$ cat config.mk
export PLATFORM = sky130hd
export DESIGN_NAME = fp_mul_result_collector
export DESIGN_NICKNAME = d
export VERILOG_FILES = /design/src/rtl/fp_mul_result_collector.sv
export SDC_FILE = /design/constraint.sdc
export NUM_CORES = 1
export LEC_CHECK = 0
export CORE_UTILIZATION = 44
export DETAILED_ROUTE_END_ITERATION = 7
export GPL_TIMING_DRIVEN = 0
export PLACE_DENSITY = 0.77
export SETUP_SLACK_MARGIN = 0.15
export SLEW_MARGIN = 10
export SYNTH_ARGS = -nofsm -noshare
export SYNTH_HDL_FRONTEND = slang
export SYNTH_SLANG_ARGS = --single-unit
$ cat constraint.sdc
create_clock -name sys_clk -period 18.1 [get_ports sys_clk]
set_input_delay 3.62 -clock sys_clk [delete_from_list [all_inputs] [get_ports sys_clk]]
set_output_delay 3.62 -clock sys_clk [all_outputs]
set_load 0.02 [all_outputs]
$ cat src/rtl/fp_mul_result_collector.sv
// fp_mul_result_collector
// -----------------------------------------------------------------------------
// Receiving end of the floating-point multiplier's AXI-Stream result channel.
// This block collects consecutive 32-bit products into a bank of NUM_RESULTS
// slots and then presents the whole bank downstream.
//
// Ports:
//   sys_clk               - system clock, rising edge
//   sys_rst               - asynchronous, active-high reset
//   s_axis_result_tvalid  - product beat valid
//   s_axis_result_tready  - collector can accept a beat (high only in S_FILL)
//   s_axis_result_tdata   - IEEE-754 single-precision product
//   s_axis_result_tuser   - exception flags: [0] underflow, [1] overflow,
//                           [2] invalid operation
//   finish                - one-cycle pulse that flushes a partially filled bank
//   out_valid             - bank presented downstream
//   out_ready             - downstream accepts the bank
//   out_data              - bank; slot k sits at bits [32k+31:32k], and slot 0
//                           holds the first beat
//   out_count             - number of valid slots in the bank (1..NUM_RESULTS)
//   out_flags             - sticky OR of tuser over the bank's beats
//   dbg_state_o           - current FSM state, exposed for debug and checkers
//
// Handshakes (both channels use the same rule): a transfer happens at a rising
// edge where valid and ready are both high. The producer keeps valid and its
// payload stable until that edge. Ready may depend on the receiver's state,
// but it never depends combinationally on valid.
// -----------------------------------------------------------------------------
module fp_mul_result_collector #(
  parameter int NUM_RESULTS = 16,
  parameter int CNT_W       = 5
) (
  input  logic                      sys_clk,
  input  logic                      sys_rst,
  input  logic                      s_axis_result_tvalid,
  output logic                      s_axis_result_tready,
  input  logic [31:0]               s_axis_result_tdata,
  input  logic [2:0]                s_axis_result_tuser,
  input  logic                      finish,
  output logic                      out_valid,
  input  logic                      out_ready,
  output logic [32*NUM_RESULTS-1:0] out_data,
  output logic [CNT_W-1:0]          out_count,
  output logic [2:0]                out_flags,
  output logic [1:0]                dbg_state_o
);

  localparam int IDX_W = $clog2(NUM_RESULTS);
  localparam logic [IDX_W-1:0] LAST_IDX = IDX_W'(NUM_RESULTS - 1);

  typedef enum logic [1:0] {
    S_INIT = 2'd0,
    S_FILL = 2'd1,
    S_HOLD = 2'd2
  } state_t;

  state_t           state_q;
  logic [IDX_W-1:0] idx_q;
  logic [2:0]       flags_q;
  logic [CNT_W-1:0] count_q;
  logic             valid_q;
  logic [31:0]      slot_q [NUM_RESULTS];

  logic beat;

  // Ready is a pure function of the state. A held bank therefore stalls the
  // multiplier, and a slot is never overwritten before the bank is accepted.
  assign s_axis_result_tready = (state_q == S_FILL);
  assign beat                 = s_axis_result_tvalid && s_axis_result_tready;

  always_ff @(posedge sys_clk or posedge sys_rst) begin
    if (sys_rst) begin
      state_q <= S_INIT;
      idx_q   <= '0;
      flags_q <= '0;
      count_q <= '0;
      valid_q <= 1'b0;
      for (int k = 0; k < NUM_RESULTS; k++) slot_q[k] <= '0;
    end else begin
      case (state_q)
        S_INIT: begin
          state_q <= S_FILL;
        end

        S_FILL: begin
          if (beat) begin
            slot_q[idx_q] <= s_axis_result_tdata;
            flags_q       <= flags_q | s_axis_result_tuser;
            if (idx_q == LAST_IDX) begin
              // The bank is full. Leaving S_FILL here means idx never wraps,
              // and it is cleared on release.
              state_q <= S_HOLD;
              count_q <= CNT_W'(NUM_RESULTS);
            end else begin
              idx_q <= idx_q + 1'b1;
              if (finish) begin
                // A flush that coincides with a beat keeps that beat.
                state_q <= S_HOLD;
                count_q <= CNT_W'(idx_q) + 1'b1;
              end
            end
          end else if (finish && (idx_q != '0)) begin
            // A flush with no beats pending is dropped, so no empty bank is
            // ever presented.
            state_q <= S_HOLD;
            count_q <= CNT_W'(idx_q);
          end
        end

        S_HOLD: begin
          if (valid_q && out_ready) begin
            state_q <= S_FILL;
            valid_q <= 1'b0;
            idx_q   <= '0;
            flags_q <= '0;
            count_q <= '0;
            for (int k = 0; k < NUM_RESULTS; k++) slot_q[k] <= '0;
          end else begin
            // valid is registered from the state, so it rises one edge after
            // the bank closes.
            valid_q <= 1'b1;
          end
        end

        default: begin
          state_q <= S_INIT;
        end
      endcase
    end
  end

  for (genvar g = 0; g < NUM_RESULTS; g++) begin : g_pack
    assign out_data[32*g +: 32] = slot_q[g];
  end

  assign out_valid   = valid_q;
  assign out_count   = count_q;
  assign out_flags   = flags_q;
  assign dbg_state_o = state_q;

endmodule

==> run metrics, run 1 <==
Post-Syn Nets 1845; Arr. time, crit path 1970 ps; clock buffer depth 3; Iter 0 DRT Violations 1743; Final WS setup 12510 ps; share of cells above drive strength 1 0.0764; Worst Tran Pin Value 973 ps; vias in the first global route 18.2k; # Max-Cap Violations 0; via-per-instance ratio 5.84; core area 46500 sq um; critical path class register to primary output; Min Clock Period, post-route 5590 ps; Synth area leaders dfrtp_1 64%, mux2i_1 9.3%, nand3_1 6.3%; Initial Util 0.446; Slew Limit Fails 0; Clock Power Share 0.227; HPWL Detailed 61500 um; CTS tree yes; Switching Share 0.384; post-cts sizing count 0; DR vias 18.0k; worst endpoint required time 14480 ps; Clock Skew 9.41 ps; Unique masters post-synth 47; # DRC 0; Sequential Power Share 0.367; Root Buffer clkbuf_16; slew margin rel. 0.352; fin nets 2477; largest net degree at the start of global routing 43; Post-synth EDFFs 0; routed len/inst 26.3 um; Peak VDD IR 0.124 mV; crit start category register; Boundary Pins 564; Critical Path Sink Type primary output; CTS Buf Count 52; Post-CTS Setup Bufs 0; worst skew pair latency 600 ps; setup violators final 0; RSZ-0062 raised after global routing no; status completed; First-pass DRT Iterations 7; sequential area share after synthesis 0.637; total die area 48000 sq um; Max FO, Critical Path 9; first-pass GRT wire length 119000 um; Peak Freq 179 MHz; H-tree depth 2; fill cell count 3709; cells after synthesis 1801; Cell Rows 79; Yosys top cell by area dfrtp_1; Die H 219 um; Netlist Area Pre-Place 20700 sq um; fin crit share 0.309; combinational share of power 0.405; Area Overhead vs Synth 40.8%; post-synth top area share 0.637; post-place setup slack 11910 ps; setup TNS 0 ps; initial antenna violation count 4; post-route ant nets 0; All-Layer GR Usage 0.337; cts hold-fix bufs 0; total grt overflow 0; NetSw 1.85 mW; Yosys reg bits 527; asr flop ratio synth 1.00; IO Port Bufs 563; Post-Route WL 81100 um; clk sinks 527; Final Hold Fails 0; Clk pin slew, worst setup/hold paths 60 ps; Die Width 219 um; Top FF cell, synth dfrtp_1; YS warnings 0; hold crit path type register to register; gp weighted congestion 0.949; Internal 2.98 mW; Power Dens Cells 166 nW/um^2; leakage 12.4 nW; Avg Cell Area, Syn 11.5 sq um
stage by stage:
| stage | std cells | util | hold WS (ps) | instance area, sq um | power [mW] |
|---|---|---|---|---|---|
| 2_1_floorplan | 1801 | - | 594 | 20700 | 2.66 |
| 3_3_place_gp | 2971 | 0.584 | 473 | 27100 | 3.67 |
| 3_5_place_dp | 2986 | 0.590 | 474 | 27400 | 3.73 |
| 4_1_cts | 3081 | 0.627 | 493 | 29200 | 4.83 |
| 5_1_grt | 3084 | 0.628 | 510 | 29200 | 5.03 |
| 6_report | 3085 | 0.628 | 490 | 29200 | 4.83 |
sequential cells by signal, summed over array words and instances, names as in the netlist:
signal / flops
out_count: 5
idx_q: 4
out_data: 512
out_flags: 3
dbg_state_o: 2
out_valid: 1
cells by family (layout without fill, tap and decap cells):
logic type      count (synthesis)  after routing  synth area share
simple gates                  537            537             0.117
flops                         527            527             0.637
compound gates                356            356             0.106
mux                           193            193            0.0932
buf+inv                       184            857            0.0443
fa+ha+maj                       4              4           0.00242
other cells                     0              4                 0
worst paths after layout:
check	from	endpoint	slack [ps]	cells past startpoint
max reg2reg	dbg_state_o[0]$_DFFE_PP0P_	out_data[470]$_DFFE_PP0P_	15480	5
min reg2reg	out_data[494]$_DFFE_PP0P_	out_data[494]$_DFFE_PP0P_	490	1
min in group asynchronous	sys_rst	out_data[25]$_DFFE_PP0P_	3450	2
max in group asynchronous	sys_rst	out_data[429]$_DFFE_PP0P_	13060	7
max	dbg_state_o[0]$_DFFE_PP0P_	s_axis_result_tready	12510	2
min	out_data[494]$_DFFE_PP0P_	out_data[494]$_DFFE_PP0P_	490	1
power by group through the flow:
stage               combinational (mW)  clock (mW)  sequential (mW)
CTS                               1.96        1.10             1.77
floorplan                        0.504           0             2.15
global placement                  1.90           0             1.77
detailed placement                1.95           0             1.78
finish                            1.96        1.10             1.78
global route                      2.07        1.15             1.81
layout make-up:
type	count	area, sq um	share of cell area
antenna	4	10.0	0.000343
buffer	177	891	0.0305
clock buffer	77	1570	0.0538
clock inverter	18	160	0.00549
inverter	7	30.0	0.00103
multi-input combinational	1090	6610	0.227
sequential	527	13200	0.452
tap	607	759	0.0260
timing repair buffer	578	5940	0.204
critical path: stages, from the launching register on:
cell and delay (ps):
dfrtp_1 480, nor2b_1 210, clkdlybuf4s50_1 680
layer usage:
| metal | track usage | part of all wire |
|---|---|---|
| met5 | 0 | 0 |
| met2 | 0.553 | 0.48 |
| met1 | 0.397 | 0.36 |
| met4 | 0.188 | 0.061 |
| met3 | 0.0998 | 0.097 |
synth_stat cells (10+ instances only):
master       n
o2bb2ai_1   32
buf_1       16
dfrtp_1    527
o21ai_1     34
mux2i_1    193
a21oi_1     10
nor2_1      12
nand3_1    259
o21ai_0    226
a32o_1      32
clkbuf_1    89
buf_2       31
buf_6       13
buf_4       22
nand2_1    243
placed cells by master, fill, tap and decap left out, types with 14 or more instances in the layout:
cell / synthesis / routed
buf_1: 16 / 16
buf_12: 0 / 14
clkbuf_16: 0 / 54
nand3_1: 259 / 259
a32o_1: 32 / 32
dfrtp_1: 527 / 527
nand2_1: 243 / 243
clkbuf_1: 89 / 99
clkdlybuf4s50_1: 0 / 563
buf_4: 22 / 22
mux2i_1: 193 / 193
o2bb2ai_1: 32 / 32
o21ai_0: 226 / 226
buf_2: 31 / 31
o21ai_1: 34 / 34
(Power assumes the default switching activity.)
==> run 2, diff against run 1 <==
--- a/config.mk
+++ b/config.mk
@@ -5,10 +5,11 @@
 export SDC_FILE = /design/constraint.sdc
 export NUM_CORES = 1
 export LEC_CHECK = 0
-export CORE_UTILIZATION = 44
+export CORE_AREA = 2 2 217 219
 export DETAILED_ROUTE_END_ITERATION = 7
+export DIE_AREA = 0 0 219 221
 export GPL_TIMING_DRIVEN = 0
-export PLACE_DENSITY = 0.77
+export PLACE_DENSITY = 0.75
 export SETUP_SLACK_MARGIN = 0.15
 export SLEW_MARGIN = 10
 export SYNTH_ARGS = -nofsm -noshare
==> constraint.sdc (replaced) <==
create_clock -name sys_clk -period 5.58 [get_ports sys_clk]
set_input_delay 1.116 -clock sys_clk [delete_from_list [all_inputs] [get_ports sys_clk]]
set_output_delay 1.116 -clock sys_clk [all_outputs]
set_load 0.02 [all_outputs]
==> run metrics, run 2 (same netlist as run 1, synthesis figures left out) <==
RR Startpoint idx_q[0]$_DFFE_PP0P_; hold crit path type register to register; post-cts sizing count 0 (unchanged); All-Layer GR Usage 0.335 (-0.00208); Max FO, Critical Path 9 (unchanged); First-pass DRT Iterations 5 (-2); CP peak stage delay 690 ps (about the same); largest net degree at the start of global routing 43 (unchanged); Top delay family on crit path buffers and inverters; Iter 0 DRT Violations 1559 (-11%); most frequent cells in the layout 563 x clkdlybuf4s50_1, 527 x dfrtp_1, 259 x nand3_1; Hold Crit Depth 1 (unchanged); crit path buf inv count 1 (unchanged); total die area 48400 sq um (+0.92%); status completed; routed len/inst 26.6 um (+1.1%); vias in the first global route 18.4k (+1.1%); Min Clock Period, post-route 3180 ps; HPWL Detailed 61600 um (+0.25%); Critical Path Sink Type primary output; post-route ant nets 0 (unchanged); Worst Tran Pin Value 978 ps (+5.12 ps); cell total after placement 2986 (unchanged); fin crit share 0.569; Reg2Reg Depth 9 (+4); setup violators final 0 (unchanged); Area Overhead vs Synth 41.3%; cts hold-fix bufs 0 (unchanged); Initial Util 0.450 (+0.00383); Post-Route WL 82000 um (+1.1%); M2 GR Usage 0.554 (+0.000936); Final Non-Filler Cells 3085 (unchanged); slew margin rel. 0.348 (-0.00342); Placed Area 27400 sq um (unchanged); Final Hold Fails 0 (unchanged); Slowest cell on crit path clkdlybuf4s50_1; Clock Skew 14.5 ps (+5.06 ps); Slew Limit Fails 0 (unchanged); critical-path cell list nor2b_1 -> clkdlybuf4s50_1; total grt overflow 0 (unchanged); Design Area, Final 29300 sq um (+0.40%); Cell Rows 79 (unchanged); critical path class register to primary output; met1 usage 0.403 (+0.00627); gp weighted congestion 0.902 (-5.0%); worst endpoint required time 4460 ps (-10020 ps); clk sinks 527 (unchanged); Arr. time, crit path 2060 ps (+90 ps); share of cells above drive strength 1 0.0763 (about the same); Clk pin slew, worst setup/hold paths 60 ps (about the same); CTS tree yes; Hold EP out_data[498]$_DFFE_PP0P_; global route hottest layer met2; max reg flops 512 (unchanged); crit start category register; RSZ-0062 raised after global routing no; Power Dens Cells 545 nW/um^2 (+230%); Die Width 219 um (about the same); worst skew pair latency 600 ps (about the same); DR vias 17.7k (-1.8%); via-per-instance ratio 5.74 (-1.8%); fill cell count 3676 (-0.89%); commonest non-fill, non-tap cell in the layout clkdlybuf4s50_1; fin nets 2478 (+0.040%); CTS Buf Count 53 (+1.9%); IO Port Bufs 563 (unchanged); Power Total 16.0 mW (+230%); Peak VDD IR 0.326 mV (+160%); Root Buffer clkbuf_16; Die H 221 um (+0.92%); Peak Freq 315 MHz; clock buffer depth 3 (unchanged); R2R setup slack 3010 ps (-12470 ps); FF-to-FF End out_data[402]$_DFFE_PP0P_; initial antenna violation count 1 (-3); core area 46100 sq um (-0.85%); # Max-Cap Violations 0 (unchanged); Post-CTS Setup Bufs 0 (unchanged); leakage 12.5 nW (+0.44%); # DRC 0 (unchanged); Boundary Pins 564 (unchanged); Hold Startpoint out_data[498]$_DFFE_PP0P_; H-tree depth 2 (unchanged); grt met3 use 0.0959 (-0.00385); first-pass GRT wire length 120000 um (+1.0%)
==> run 2: cell count changes in the layout (fill, tap and decap cells not counted), sizes merged <==
cell / delta
diode: -2
clkinv: -4
bufinv: +7
clkbuf: -3
inv: +3
clkinvlp: -1
==> run 2: worst reg2reg max path: stages, from the launching register on <==
cell and delay, ps:
dfrtp_1 370, clkbuf_1 280, inv_1 110, ha_1 340, inv_1 160, a211o_1 120
buf_2 290, buf_1 530, nand3_1 170, o21ai_0 110
==> run 2: metal layers <==
layer  wire (um)  vias up
met3        7680      212
met4        4300        0
li1            -     7545
met5           0        -
met1       30600     9050
met2       39400      907
==> run 2: cell type report <==
cell class                      count  area, sq um  share of cell area
Clock buffer                       74         1500              0.0511
Antenna cell                        2         5.00            0.000171
Multi-Input combinational cell   1090         6610               0.226
Tap cell                          607          759              0.0259
Sequential cell                   527        13200               0.450
Clock inverter                     23          354              0.0121
Timing Repair Buffer              578         5940               0.203
Inverter                            7         30.0             0.00103
Buffer                            177          891              0.0304
==> run 2: report_power, final <==
part	internal (mW)	total [mW]	switching, mW
registers	4.97	5.73	0.768
clock network	2.29	3.83	1.54
logic	2.66	6.40	3.74
total	9.91	16.0	6.04
==> run 2: how the worst max path moves through the flow <==
stage                                           from                         end  slack [ps]  depth (start not counted)
final                     dbg_state_o[0]$_DFFE_PP0P_        s_axis_result_tready        2400                          2
after floorplan                              sys_rst  dbg_state_o[0]$_DFFE_PP0P_       -2700                          1
after detailed placement                   out_ready   out_data[206]$_DFFE_PP0P_        1940                          7
after global routing      dbg_state_o[0]$_DFFE_PP0P_        s_axis_result_tready        2390                          2
after global placement                       sys_rst   out_data[433]$_DFFE_PP0P_       -5680                          2
after CTS                 dbg_state_o[0]$_DFFE_PP0P_        s_axis_result_tready        2400                          2
==> run 2: through the flow <==
stage | TNS (ps) | worst slack [ps] | utilization | hold WS (ps)
final | 0 | 2400 | 0.636 | 492
after global placement | -2965480 | -5680 | 0.589 | 472
after CTS | 0 | 2400 | 0.636 | 492
after detailed placement | 0 | 1940 | 0.595 | 473
after global routing | 0 | 2390 | 0.636 | 505
after floorplan | -1421920 | -2700 | - | 594
